File: config.mk
export PLATFORM = sky130hd
export DESIGN_NAME = dram_rd_arbiter_flat
export DESIGN_NICKNAME = d
export VERILOG_FILES = /design/src/rtl/dram_rd_arbiter_pkg.sv /design/src/rtl/dram_rd_arbiter_if.sv /design/src/rtl/dram_rd_arbiter_rr_pick2.sv /design/src/rtl/dram_rd_arbiter.sv /design/src/flat_wrapper.sv
export SDC_FILE = /design/constraint.sdc
export NUM_CORES = 1
export LEC_CHECK = 0
export CAP_MARGIN = 20
export CORE_AREA = 10 10 109 111
export DETAILED_ROUTE_END_ITERATION = 10
export DIE_AREA = 0 0 119 121
export DONT_BUFFER_PORTS = 1
export GPL_TIMING_DRIVEN = 0
export PLACE_DENSITY = 0.63
export SLEW_MARGIN = 20
export SYNTH_ARGS = -nofsm -noshare
export SYNTH_HDL_FRONTEND = slang
export SYNTH_HIERARCHICAL = 1
export SYNTH_SLANG_ARGS = --single-unit
File: constraint.sdc
create_clock -name clk -period 3.7 [get_ports clk]
set_input_delay 0.37 -clock clk [delete_from_list [all_inputs] [get_ports clk]]
set_output_delay 0.37 -clock clk [all_outputs]
set_load 0.05 [all_outputs]
File: src/rtl/dram_rd_arbiter_pkg.sv
// Shared types for the DRAM read arbiter.
// FSM encodings, port ids and a grant decode helper.
package dram_rd_arbiter_pkg;

    typedef enum logic [1:0] {
        ST_IDLE = 2'd0,
        ST_BUSY = 2'd1,
        ST_DONE = 2'd2
    } state_t;

    localparam logic PORT0 = 1'b0;
    localparam logic PORT1 = 1'b1;

    // Port 1 as the reset history lets port 0 win the first contested grant.
    localparam logic RESET_LAST_GRANT = PORT1;

    function automatic logic [1:0] grant_onehot(input logic g);
        return (g == PORT1) ? 2'b10 : 2'b01;
    endfunction

endpackage

File: src/rtl/dram_rd_arbiter_if.sv
// Bundle of the two requester ports and the DRAM read channel.
// slave = arbiter view, master = surrounding system view.
interface dram_rd_arbiter_if #(
    parameter int ADDR_W = 32,
    parameter int DATA_W = 32
);
    logic              p0_req;
    logic [ADDR_W-1:0] p0_addr;
    logic              p0_fin;
    logic [DATA_W-1:0] p0_data;

    logic              p1_req;
    logic [ADDR_W-1:0] p1_addr;
    logic              p1_fin;
    logic [DATA_W-1:0] p1_data;

    logic              mem_rd_req;
    logic [ADDR_W-1:0] mem_rd_addr;
    logic              mem_rd_fin;
    logic [DATA_W-1:0] mem_rd_data;

    modport slave (
        input  p0_req, p0_addr,
        input  p1_req, p1_addr,
        input  mem_rd_fin, mem_rd_data,
        output p0_fin, p0_data,
        output p1_fin, p1_data,
        output mem_rd_req, mem_rd_addr
    );

    modport master (
        output p0_req, p0_addr,
        output p1_req, p1_addr,
        output mem_rd_fin, mem_rd_data,
        input  p0_fin, p0_data,
        input  p1_fin, p1_data,
        input  mem_rd_req, mem_rd_addr
    );

endinterface

File: src/rtl/dram_rd_arbiter_rr_pick2.sv
// Combinational two-way winner select.
// Round-robin or fixed priority (port 0) when both request.
module dram_rd_arbiter_rr_pick2
    import dram_rd_arbiter_pkg::*;
#(
    parameter bit RR_ENABLE = 1'b1
) (
    input  logic [1:0] i_req,
    input  logic       i_last_grant,
    output logic       o_valid,
    output logic       o_grant
);

    always_comb begin
        o_valid = |i_req;
        o_grant = PORT0;
        unique case (i_req)
            2'b11:   o_grant = RR_ENABLE ? ~i_last_grant : PORT0;
            2'b10:   o_grant = PORT1;
            default: o_grant = PORT0;
        endcase
    end

endmodule

File: src/rtl/dram_rd_arbiter.sv
// Two-port read arbiter in front of the single DRAM read channel.
// Port 0 is instruction fetch, port 1 the load unit.
module dram_rd_arbiter
    import dram_rd_arbiter_pkg::*;
#(
    parameter int ADDR_W    = 32,
    parameter int DATA_W    = 32,
    parameter bit RR_ENABLE = 1'b1
) (
    input  logic clk,
    input  logic reset,
    dram_rd_arbiter_if.slave bus
);

    state_t            r_state;
    logic              r_grant;
    logic              r_last_grant;
    logic              r_mem_req;
    logic [ADDR_W-1:0] r_mem_addr;
    logic              r_p0_fin;
    logic              r_p1_fin;
    logic [DATA_W-1:0] r_p0_data;
    logic [DATA_W-1:0] r_p1_data;

    logic [1:0]        w_req;
    logic              w_valid;
    logic              w_pick;
    logic [ADDR_W-1:0] w_pick_addr;
    logic [1:0]        w_fin_sel;

    assign w_req = {bus.p1_req, bus.p0_req};

    dram_rd_arbiter_rr_pick2 #(
        .RR_ENABLE(RR_ENABLE)
    ) u_rr_pick2 (
        .i_req       (w_req),
        .i_last_grant(r_last_grant),
        .o_valid     (w_valid),
        .o_grant     (w_pick)
    );

    assign w_pick_addr = (w_pick == PORT1) ? bus.p1_addr : bus.p0_addr;
    assign w_fin_sel   = grant_onehot(r_grant);

    // DONE is a dead cycle so the requester can drop req before IDLE looks again.
    always_ff @(posedge clk or posedge reset) begin
        if (reset) begin
            r_state      <= ST_IDLE;
            r_grant      <= PORT0;
            r_last_grant <= RESET_LAST_GRANT;
            r_mem_req    <= 1'b0;
            r_mem_addr   <= '0;
            r_p0_fin     <= 1'b0;
            r_p1_fin     <= 1'b0;
            r_p0_data    <= '0;
            r_p1_data    <= '0;
        end else begin
            unique case (r_state)
                ST_IDLE: begin
                    r_p0_fin <= 1'b0;
                    r_p1_fin <= 1'b0;
                    if (w_valid) begin
                        r_grant      <= w_pick;
                        r_last_grant <= w_pick;
                        r_mem_addr   <= w_pick_addr;
                        r_mem_req    <= 1'b1;
                        r_state      <= ST_BUSY;
                    end else begin
                        r_mem_req <= 1'b0;
                    end
                end
                ST_BUSY: begin
                    if (bus.mem_rd_fin) begin
                        r_mem_req <= 1'b0;
                        if (w_fin_sel[0]) begin
                            r_p0_data <= bus.mem_rd_data;
                            r_p0_fin  <= 1'b1;
                        end
                        if (w_fin_sel[1]) begin
                            r_p1_data <= bus.mem_rd_data;
                            r_p1_fin  <= 1'b1;
                        end
                        r_state <= ST_DONE;
                    end
                end
                ST_DONE: begin
                    r_p0_fin <= 1'b0;
                    r_p1_fin <= 1'b0;
                    r_state  <= ST_IDLE;
                end
                default: begin
                    r_mem_req <= 1'b0;
                    r_p0_fin  <= 1'b0;
                    r_p1_fin  <= 1'b0;
                    r_state   <= ST_IDLE;
                end
            endcase
        end
    end

    assign bus.mem_rd_req  = r_mem_req;
    assign bus.mem_rd_addr = r_mem_addr;
    assign bus.p0_fin      = r_p0_fin;
    assign bus.p0_data     = r_p0_data;
    assign bus.p1_fin      = r_p1_fin;
    assign bus.p1_data     = r_p1_data;

endmodule
File: src/flat_wrapper.sv
// flat-port wrapper written by rule: the top's interface ports become plain ports
module dram_rd_arbiter_flat import dram_rd_arbiter_pkg::*;
#(
    parameter int ADDR_W    = 32,
    parameter int DATA_W    = 32,
    parameter bit RR_ENABLE = 1'b1
)
  (clk, reset, bus_p0_req, bus_p0_addr, bus_p1_req, bus_p1_addr, bus_mem_rd_fin, bus_mem_rd_data, bus_p0_fin, bus_p0_data, bus_p1_fin, bus_p1_data, bus_mem_rd_req, bus_mem_rd_addr);
  dram_rd_arbiter_if #(.ADDR_W(ADDR_W), .DATA_W(DATA_W)) bus_i ();
  input  logic clk;
  input  logic reset;
  input wire logic [$bits(bus_i.p0_req)-1:0] bus_p0_req;
  input wire logic [$bits(bus_i.p0_addr)-1:0] bus_p0_addr;
  input wire logic [$bits(bus_i.p1_req)-1:0] bus_p1_req;
  input wire logic [$bits(bus_i.p1_addr)-1:0] bus_p1_addr;
  input wire logic [$bits(bus_i.mem_rd_fin)-1:0] bus_mem_rd_fin;
  input wire logic [$bits(bus_i.mem_rd_data)-1:0] bus_mem_rd_data;
  output wire logic [$bits(bus_i.p0_fin)-1:0] bus_p0_fin;
  output wire logic [$bits(bus_i.p0_data)-1:0] bus_p0_data;
  output wire logic [$bits(bus_i.p1_fin)-1:0] bus_p1_fin;
  output wire logic [$bits(bus_i.p1_data)-1:0] bus_p1_data;
  output wire logic [$bits(bus_i.mem_rd_req)-1:0] bus_mem_rd_req;
  output wire logic [$bits(bus_i.mem_rd_addr)-1:0] bus_mem_rd_addr;
  assign bus_i.p0_req = bus_p0_req;
  assign bus_i.p0_addr = bus_p0_addr;
  assign bus_i.p1_req = bus_p1_req;
  assign bus_i.p1_addr = bus_p1_addr;
  assign bus_i.mem_rd_fin = bus_mem_rd_fin;
  assign bus_i.mem_rd_data = bus_mem_rd_data;
  assign bus_p0_fin = bus_i.p0_fin;
  assign bus_p0_data = bus_i.p0_data;
  assign bus_p1_fin = bus_i.p1_fin;
  assign bus_p1_data = bus_i.p1_data;
  assign bus_mem_rd_req = bus_i.mem_rd_req;
  assign bus_mem_rd_addr = bus_i.mem_rd_addr;
  dram_rd_arbiter #(.ADDR_W(ADDR_W), .DATA_W(DATA_W), .RR_ENABLE(RR_ENABLE)) u_core (.clk(clk), .reset(reset), .bus(bus_i));
endmodule
**Yosys cells after proc, flatten, opt, wreduce, memory -nomap -nowiden**

Index checks and enable logic that the tools add are counted.

- Equality and inequality tests: 8
- Mux-type cells: 15
- Bitwise logic cells: 2
- Reductions and logical operators: 9

Operators with widths:

| operator | number |
|---|---|
| 2-to-1 mux 32 bit | 1 |
| AND reduction 2 bit | 5 |
| 2-to-1 mux 1 bit | 8 |
| == test 2 bit, second input constant | 3 |
| 2-to-1 mux 2 bit | 3 |
| AND reduction 3 bit | 2 |
| inequality test 2 x 1 -> 1 bit, second input constant | 2 |
| inequality test 2 bit, second input constant | 2 |
| case mux 2 bit (2 select lines) | 1 |
| case mux 1 bit (3 select lines) | 1 |
| == test 2 x 1 -> 1 bit, second input constant | 1 |
| logical NOT 2 bit | 1 |
| inverter 1 bit | 2 |
| case mux 1 bit (2 select lines) | 1 |
| OR reduction 2 bit | 1 |

- Output and inout bits: 99
- Bits in registers: 103
- Bits of input ports: 101
- Logic and storage cells: 43

**Logic depth before layout (Yosys ltp)**

Gate-level depths: netlist of the first run.

- Word-level depth: 4
- Depth in mapped cells: 5
- Gate-level depth less buffers: 3

**Cells and area by module**

The synthesis of the first run kept the hierarchy.

By module, submodules not included:

| module | seq. area each (µm²) | cells an instance | area an instance (µm²) | times used |
|---|---|---|---|---|
| dram_rd_arbiter | 2578.7 | 261 | 4410.5 | 1 |
| dram_rd_arbiter_rr_pick2 | 0.0 | 2 | 13.8 | 1 |

**Worst setup path before layout of the first run**

OpenSTA, ideal clock, no wires.

- Kind: input to register
- Start: input bus_p1_req
- End: register u_core.r_mem_addr[10], in the netlist u_core/bus.mem_rd_addr[10]
- Path buffers: 2
- Stages on the path: 5
- Setup time: 125 ps
- Data arrival time: 1480 ps
- Required time: 3575 ps
- Path slack: 2095 ps
- Path through: a21boi_0 -> buf_2 -> buf_2 -> mux2_2 -> mux2_2

- Cells in the longest elaborated chain, start to end: 3
- Elaborated cells on any way between the ends: 6
- Those cells by class: eq/ne (2); mux (2); reduce/logical (2)

RTL lines:

| what | RTL line | source |
|---|---|---|
| start, declared | flat_wrapper.sv:14 | `input wire logic [$bits(bus_i.p1_req)-1:0] bus_p1_req;` |
| == test 2 bit | dram_rd_arbiter_rr_pick2.sv:17 | `unique case (i_req)` |
| case mux 1 bit (2 select lines) | dram_rd_arbiter_rr_pick2.sv:17 |  |
| 2-to-1 mux 32 bit | dram_rd_arbiter.sv:42 | `assign w_pick_addr = (w_pick == PORT1) ? bus.p1_addr : bus.p0_addr;` |
| end signal, assigned | dram_rd_arbiter.sv:65 | `r_mem_addr <= w_pick_addr;` |
| end, declared | dram_rd_arbiter.sv:19 | `logic [ADDR_W-1:0] r_mem_addr;` |

Parallel ways exist; a longest one is shown, timed or not.
A chain may end at the register's enable or synchronous reset.

**Final worst setup path of the first run**

- Start: register u_core.r_last_grant
- End: register u_core.r_mem_addr[14], in the netlist u_core/bus.mem_rd_addr[14]

- Cells in the longest elaborated chain, start to end: 3

RTL lines:

| what | RTL line | source |
|---|---|---|
| start, declared | dram_rd_arbiter.sv:17 | `logic r_last_grant;` |
| start signal, assigned | dram_rd_arbiter.sv:64 | `r_last_grant <= w_pick;` |
| inverter 1 bit | dram_rd_arbiter_rr_pick2.sv:18 | `2'b11: o_grant = RR_ENABLE ? ~i_last_grant : PORT0;` |
| case mux 1 bit (2 select lines) | dram_rd_arbiter_rr_pick2.sv:17 |  |
| net u_core.w_pick | dram_rd_arbiter.sv:27 | `logic w_pick;` |
| 2-to-1 mux 32 bit | dram_rd_arbiter.sv:42 |  |

The timed path passes the listed nets, and every way through them passes these cells.

==> results of run 1 <==
[metal layers]
metal / GRT usage (%) / part of all wire [%] / wire, um
met2: 21.9 / 51 / 5020
met5: 0 / 0 / 0
met3: 6.93 / 12 / 1210
met1: 13.9 / 34 / 3300
met4: 6.56 / 2.3 / 221
[path summary, 6_finish.rpt]
kind	startpoint	slack, ns	end	cells past startpoint
setup / recovery	u_core/r_last_grant	1.96	u_core/bus.mem_rd_addr[14]	5
hold / removal	bus_mem_rd_fin	0.1	u_core/r_state[0]	1
setup reg to reg	u_core/r_last_grant	1.96	u_core/bus.mem_rd_addr[14]	5
hold reg to reg	u_core/r_grant	0.56	u_core/r_grant	1
max in group asynchronous	reset	2.51	u_core/r_last_grant	3
min in group asynchronous	reset	0.53	u_core/bus.p0_data[13]	2
[critical path, stage by stage, from the launching register on]
cell and delay [ns]:
dfstp_2 0.38, a21boi_0 0.15, buf_2 0.21, buf_2 0.27, mux2_2 0.37, mux2_2 0.26
[sequential cells by signal, summed over array words and instances (netlist names)]
signal	cells
u_core/bus.p1_data	32
u_core/bus.p1_fin	1
u_core/r_grant	1
u_core/bus.p0_data	32
u_core/bus.mem_rd_req	1
u_core/r_state	2
u_core/r_last_grant	1
u_core/bus.p0_fin	1
u_core/bus.mem_rd_addr	32
[layout make-up]
class	count	area share, %
sequential	103	53.0
clock buffer	10	2.83
clock inverter	6	1.90
multi-input combinational	144	34.9
inverter	1	0.180
timing repair buffer	2	0.772
buffer	15	2.98
tap	133	3.42
[metrics by stage]
step | hold WS, ns | std cells | setup WS [ns] | util (%)
global route | 0.0885 | 414 | 1.87 | 50.5
detailed placement | 0.292 | 397 | 1.95 | 48.0
finish | 0.0996 | 414 | 1.96 | 50.5
floorplan | 0.465 | 263 | 0.628 | -
global placement | 0.468 | 396 | -0.457 | 47.6
CTS | 0.0728 | 414 | 1.95 | 50.5
[timing repair]
item                                    in CTS  in global routing
endpoints found under the setup margin       0                  0
hold buffers                                 1                  0
setup buffers                                0                  0
hold endpoints to repair                    49                  0
[kinds of logic (layout without fill, tap and decap cells)]
family,Yosys count,after routing,synth area share [%]
buffers and inverters,16,34,3.37
AO/OA/AOI/OAI,5,5,0.905
flip-flops,103,103,58.3
AND/OR/NAND/NOR,8,8,1.67
multiplexers,131,131,35.8
[cells in the mapped netlist]
cell       number
a21boi_0        1
a211oi_1        1
buf_2           8
dfrtp_1       102
and4bb_1        1
or2_1           1
and2b_1         1
mux2_1          2
buf_6           4
nor3b_4         1
mux2_4         29
nor2b_1         1
nand4b_1        1
mux2_2         99
o2bb2ai_1       1
inv_1           1
a22o_1          1
buf_12          3
dfstp_2         1
mux2i_1         1
a21o_1          1
nor2_1          1
and3b_2         1
[layout by cell type (no fill, tap or decap)]
cell	synthesis	routed
a22o_1	1	1
and3b_2	1	1
dlygate4sd3_1	0	1
a21o_1	1	1
bufinv_16	0	2
buf_2	8	8
mux2_4	29	29
buf_12	3	3
nor3b_4	1	1
a211oi_1	1	1
or2_1	1	1
nor2_1	1	1
clkbuf_8	0	10
buf_16	0	1
clkinvlp_4	0	2
a21boi_0	1	1
clkinv_4	0	1
nand4b_1	1	1
mux2_1	2	2
dfstp_2	1	1
buf_6	4	4
mux2i_1	1	1
o2bb2ai_1	1	1
dfrtp_1	102	102
nor2b_1	1	1
mux2_2	99	99
inv_6	0	2
and2b_1	1	1
and4bb_1	1	1
==> metrics.txt, run 1 <==
status finished, final reports clean; first-pass GRT wire length around 15000 um; fillcell total 849; top cells by area, synth dfrtp_1 (58%), mux2_2 (25%), mux2_4 (9.8%), buf_12 (1.4%), buf_6 (1.0%); Longest Clk Path Bufs 2; vias ~2.2k; vias per inst ~5.3; fmax 576 MHz; Design Area, Final about 0.0049 sq mm; synthesized cell area roughly 0.0044 sq mm; Hold Path Class in -> reg; IO Port Bufs 0; GP Congestion ~0.67; sequential-to-total area share from yosys stat 58.3%; final hold violation count 0; initial antenna violation count 0; GRT Overall Usage 13.3%; CP required 3.95 ns; Root Buffer clkbuf_8; Die Span X 119 um; largest net degree at the start of global routing 55; Starting Density 45.9%; Rel. slew slack about 64%; Setup-failing EPs final 0; CTS H-tree depth 3; I/O pin count 200; post-synth top area share just under 60%; HPWL after detailed placement about 7600 um; FF+latch count, synth between 100 and 150; vias in the first global route between 2k and 3k; Max Slew Vio Count 0; Crit Path Class reg -> reg; min Tclk post-route roughly 1.7 ns; Least-Margin Pin Slew approximately 0.54 ns; Initial DRT Pass Iterations 2; Die Area around 0.014 sq mm; CTS buffer count 9; Post-DRT Antenna Nets 0; area leader, netlist dfrtp_1; Yosys warnings 6; Antenna diodes 0; clock skew 0.0112 ns; Yosys cell types 23; Area growth syn-to-layout 9.93%; share of cells above drive strength 1 between 50% and 60%; Syn Area/Cell ~17 sq um; sequential cell area between 0.002 and 0.003 sq mm; Die Ht 121 um; cells after synthesis 263; Clock transition at path regs about 0.09 ns; Worst Path Max Fanout 10; post-cts resize count 0; Setup crit end kind flip-flop; setup_tns 0 ns; CTS tree built; Multi-input gate area ~0.0017 sq mm; clk sinks just over 100; Final Net Count 377; DRT Wirelength about 9800 um; DR WL/cell 23.6 um; Starting DRT DRC Count between 90 and 100; Placeable Area about 0.0096 sq mm; WP data arrival slightly below 2 ns; crit share post-route 46.9%; Overflow after GRT 0; Max-cap violations 0; placed cell area 0.00462 sq mm; insertion delay to the later sink of the worst-skew pair around 0.36 ns; DRC 0; Setup crit start kind flip-flop; RSZ-0062 raised after global routing false; syn_nets 364; num rows 36
Power of run 1 is left out: the tool's default activity adds up to more than one toggle a clock period on the data nets, which glitch-free logic cannot reach.
==> run 2, diff against run 1 <==
clock period = 1.6 ns   (was 3.7 ns; I/O delays follow)
==> run 2 against run 1 <==
  * Sequential share of layout area shrank 3.8 points
  * Non-clock buffer count rose by 40
  * Die area is the same
  * Sequential cell count unchanged
  * Setup slack worse by 1.9 ns
  * Routed wire length is 6.4% higher
  * Largest cell class unchanged
==> metrics.txt, run 2 (synthesis gave the netlist of run 1 again) <==
fillcell total 793; vias in the first global route 2716; CTS tree built; Overflow after GRT 0; Core Util, Final a little over half; GRT Overall Usage 14.1%; placed cells around 400; CP peak stage delay about 0.54 ns; Die Area ~0.014 sq mm; Area growth syn-to-layout 18.4%; Crit Path Class reg -> reg; I/O pin count 200; GP Congestion approximately 0.64; crit share post-route between 90 and 100%; Rel. slew slack between 60% and 70%; Initial DRT Pass Iterations 2; Setup-failing EPs final 0; placed cell area ~0.0047 sq mm; final hold violation count 0; DRC 0; Longest Clk Path Bufs 2; Starting Density between 40% and 50%; min Tclk post-route between 1.5 and 2 ns; Max Slew Vio Count 0; Clock transition at path regs approximately 0.1 ns; Setup crit end kind flip-flop; first-pass GRT wire length 16000 um; Antenna diodes 0; DRT Wirelength 10400 um; Placeable Area roughly 0.0096 sq mm; Worst path slowest cell dfstp_2; fin cells 454; Starting DRT DRC Count 107; vias per inst 5.18; clk sinks approximately 100; Final Net Count roughly 420; most used routing layer met2; Worst Slack Setup Final ~0.070 ns; Hold Path Class in -> reg; met1 Usage GRT ~14%; HPWL after detailed placement about 7800 um; Design Area, Final between 0.005 and 0.006 sq mm; WP data arrival 1.77 ns; CP cell instances a21boi_1 > buf_4 > buf_8 > mux2_2 > mux2_2; status finished, final reports clean; dpl ws -0.148 ns; DR WL/cell roughly 23 um; share of cells above drive strength 1 53.0%; fmax 653 MHz; Least-Margin Pin Slew between 0.5 and 0.6 ns; Die Ht between 100 and 150 um; Setup crit start kind flip-flop; insertion delay to the later sink of the worst-skew pair about 0.36 ns; commonest non-fill, non-tap cell in the layout dfrtp_1; Max-cap violations 0; Root Buffer clkbuf_8; vias about 2.4k; CTS H-tree depth 3; CP required about 1.8 ns; num rows 36; most frequent cells in the layout dfrtp_1 (102), mux2_2 (99), dlygate4sd3_1 (34); Die Span X 119 um; initial antenna violation count 0; met2 Use GR about 25%; CTS buffer count 9; RSZ-0062 raised after global routing false; largest net degree at the start of global routing 35; clock skew about 0.01 ns; met3 GRT Util roughly 7.8%; most common cell type on the critical path mux2_2; IO Port Bufs 0; Worst Path Max Fanout 10; Post-DRT Antenna Nets 0
run 2: cell count changes in the layout (fill, tap and decap cells not counted), sizes merged:
cell,before,now
buf,16,21
bufinv,2,0
clkbuf,10,12
clkinv,1,3
dlygate4sd3,1,34
run 2: timing repair:
action                     CTS  global route
pin swaps                    1             1
cloned                       0             0
setup buffers                4             1
hold buffers                34             0
gates resized for setup      8             4
setup endpoints to repair   53            60
hold endpoints to repair   138             0
run 2: area by class of cell:
class,instances,area (sq um),area share [%]
repair buffers,42,438,8.36
well taps,133,166,3.18
clock inverters,6,43.8,0.836
inverters,1,7.51,0.143
flip-flops and latches,103,2580,49.2
multi-input cells,144,1700,32.4
plain buffers,15,178,3.39
clock buffers,10,128,2.44
run 2: routing by layer:
layer	vias up	wire, um
met3	7	1150
met5	-	0
li1	1044	-
met2	92	5460
met1	1209	3690
met4	0	80
run 2: final timing paths:
path | start | end | slack [ns] | cells after the start
min reg2reg | u_core/r_grant | u_core/r_grant | 0.55 | 1
max in group asynchronous | reset | u_core/bus.mem_rd_addr[20] | 0.67 | 4
max reg2reg | u_core/r_last_grant | u_core/bus.mem_rd_addr[20] | 0.07 | 5
min | bus_p0_addr[21] | u_core/bus.mem_rd_addr[21] | 0.06 | 2
max | u_core/r_last_grant | u_core/bus.mem_rd_addr[20] | 0.07 | 5
min in group asynchronous | reset | u_core/bus.p1_data[14] | 0.26 | 2
run 2: per-stage QoR:
stage | setup TNS [ns] | hold slack (ns)
final | 0 | 0.0635
after global routing | 0 | 0.0416
after CTS | -0.295 | 0.0394
after detailed placement | -3.79 | 0.0210
after global placement | -35.54 | 0.258
after floorplan | 0 | 0.255
run 2: worst max-delay path, delay by kind of cell, from the launching register on:
family	cells	cell delay, ns
flops	1	0.54
mux	2	0.54
buf+inv	2	0.29
compound gates	1	0.05
Power of run 2 is left out for the same reason.
==> run 3, diff against run 2 <==
CORE_AREA = 10 10 108 110   (was 10 10 109 111)
DIE_AREA = 0 0 118 120   (was 0 0 119 121)
PLACE_DENSITY = 0.64   (was 0.63)
SYNTH_HIERARCHICAL = not set   (was 1)
==> run 3 against run 2 <==
  * The run now ends with setup timing left
  * First-iteration DRC count fell by 36%
  * Sequential share of layout area fell by 0.88 points
  * Critical path depth did not move
  * Via count rose by 0.43%
  * Area after synthesis fell by 1.4%
  * Final area rose by 1.8%
  * Clock skew rose by 0.0013 ns
  * Utilization rose by 1.5 points
  * Routed wire length fell by 0.32%
  * Largest cell class unchanged
  * Sequential cell count did not move
  * Critical path type unchanged
==> metrics.txt, run 3 <==
status finished with violations; failing checks setup timing; insertion delay to the later sink of the worst-skew pair roughly 0.36 ns; Rel. slew slack 61.6%; initial antenna violation count 0; reg2reg start u_core.r_last_grant; R2R cell count 5; final hold violation count 0; Crit Reg-Reg Endpoint u_core.bus.mem_rd_addr[18]; clk sinks between 100 and 150; Yosys warnings 0; Final Net Count between 400 and 500; Clock transition at path regs 0.10 ns; Antenna diodes 0; Setup crit end u_core.bus.mem_rd_addr[18]; post-synth top area share between 50% and 60%; share of cells above drive strength 1 around 53%; dpl ws -0.144 ns; largest net degree at the start of global routing 34; first-pass GRT wire length 15700 um; setup_tns -0.910 ns; fmax 606 MHz; Starting DRT DRC Count 68; vias about 2.4k; commonest cells in the netlist dfrtp_1 (102), mux2_2 (99), mux2_4 (29), buf_2 (7), buf_6 (4); Max-cap violations 0; Die Span X 118 um; Starting Density 45.7%; Post-synth EDFFs 0; Root Buffer clkbuf_8; Worst Slack Setup Final -0.0507 ns; post-synthesis async set-or-reset flop share 100%; vias in the first global route about 2.7k; CTS tree built; Setup crit start kind flip-flop; Max Slew Vio Count 0; DR WL/cell approximately 22 um; Die Ht ~120 um; Placeable Area 0.00955 sq mm; DRC 0; syn_nets 367; Worst R2R Setup Slack -0.05 ns; RSZ-0062 raised after global routing true; Area growth syn-to-layout 22.2%; Initial DRT Pass Iterations 4; CP required ~1.9 ns; Hold Path Class in -> reg; CTS buffer count 9; GRT Overall Usage around 14%; sequential-to-total area share from yosys stat about three fifths; WP data arrival ~1.9 ns; synthesized cell area 0.00436 sq mm; Setup crit end kind flip-flop; Worst Path Max Fanout 10; Crit Path Class reg -> reg; most common cell in the netlist dfrtp_1; Die Area approximately 0.014 sq mm; Setup-failing EPs final 31; num rows 36; ys flop type dfrtp_1; IO Port Bufs 0; Syn Area/Cell between 15 and 20 sq um; CTS H-tree depth 3; Post-DRT Antenna Nets 0; Overflow after GRT 0; Core Util, Final between 50% and 60%; GP Congestion just over 0.7; crit share post-route 103%; FF+latch count, synth around 100; min Tclk post-route between 1.5 and 2 ns; I/O pin count 200; Yosys cell types 22; DRT Wirelength about 10000 um; top cells by area, synth dfrtp_1 (59%), mux2_2 (26%), mux2_4 (10%), buf_6 (1.0%), buf_2 (0.80%); HPWL after detailed placement 7710 um; Longest Clk Path Bufs 2; area leader, netlist dfrtp_1; commonest non-fill, non-tap cell in the layout dfrtp_1; crit path launch u_core.r_last_grant; Least-Margin Pin Slew about 0.57 ns; most frequent cells in the layout dfrtp_1 (102), mux2_2 (96), dlygate4sd3_1 (36); vias per inst about 5.1; clock skew ~0.011 ns; cells after synthesis approximately 270
==> run 3: cells by family (layout without fill, tap and decap cells) <==
group           after synthesis  count (layout)  synth area share [%]
mux                         129             129                  35.8
flops                       103             103                  59.1
buf+inv                      17              81                  2.61
simple gates                  9               9                  1.23
compound gates                8               8                  1.26
==> run 3: cell type report <==
| class | count | area [sq um] |
|---|---|---|
| Buffer | 14 | 146 |
| Clock buffer | 9 | 124 |
| Clock inverter | 7 | 78.8 |
| Fill cell | 777 | 4220 |
| Inverter | 3 | 15.0 |
| Multi-Input combinational cell | 146 | 1690 |
| Sequential cell | 103 | 2580 |
| Tap cell | 133 | 166 |
| Timing Repair Buffer | 48 | 534 |
==> run 3: timing repair <==
action	in CTS	in global routing
endpoints found under the setup margin	62	62
hold buffers	36	0
pin swaps	0	1
buffers inserted	5	2
cloned	0	2
hold endpoints to repair	90	0
resized for setup	10	7
==> run 3: worst min path at each step <==
stage | from | endpoint | cells past startpoint
after global routing | bus_p0_addr[30] | u_core.bus.mem_rd_addr[30] | 2
final | bus_p0_addr[12] | u_core.bus.mem_rd_addr[12] | 2
after floorplan | bus_p0_req | u_core.r_last_grant | 1
after detailed placement | reset | u_core.bus.p1_data[7] | 1
after global placement | bus_p0_req | u_core.r_last_grant | 1
after CTS | bus_mem_rd_fin | u_core.bus.mem_rd_req | 3
==> run 3: critical path, cell delays in order (launching register included) <==
cell and delay (ns):
dfstp_2 0.54, a21bo_1 0.13, buf_8 0.16, buf_12 0.15, mux2_4 0.30, mux2_4 0.26
==> run 3: per-layer routing <==
layer	wire [um]	track usage, %	share of wire [%]	vias up
li1	-	-	-	1051
met1	3760	14.6	36	1210
met2	5560	24.3	54	95
met3	919	6.24	8.9	6
met4	114	4.71	1.1	0
met5	0	0	0	-
==> run 3: metrics by stage <==
stage | area [sq um] | hold WS, ns | cells
2_1_floorplan | 4370 | 0.223 | 266
3_3_place_gp | 4530 | 0.229 | 399
3_5_place_dp | 4600 | 0.118 | 402
4_1_cts | 5240 | 0.0343 | 459
5_1_grt | 5330 | 0.0385 | 463
6_report | 5330 | 0.0685 | 463
Power of run 3 is left out for the same reason.
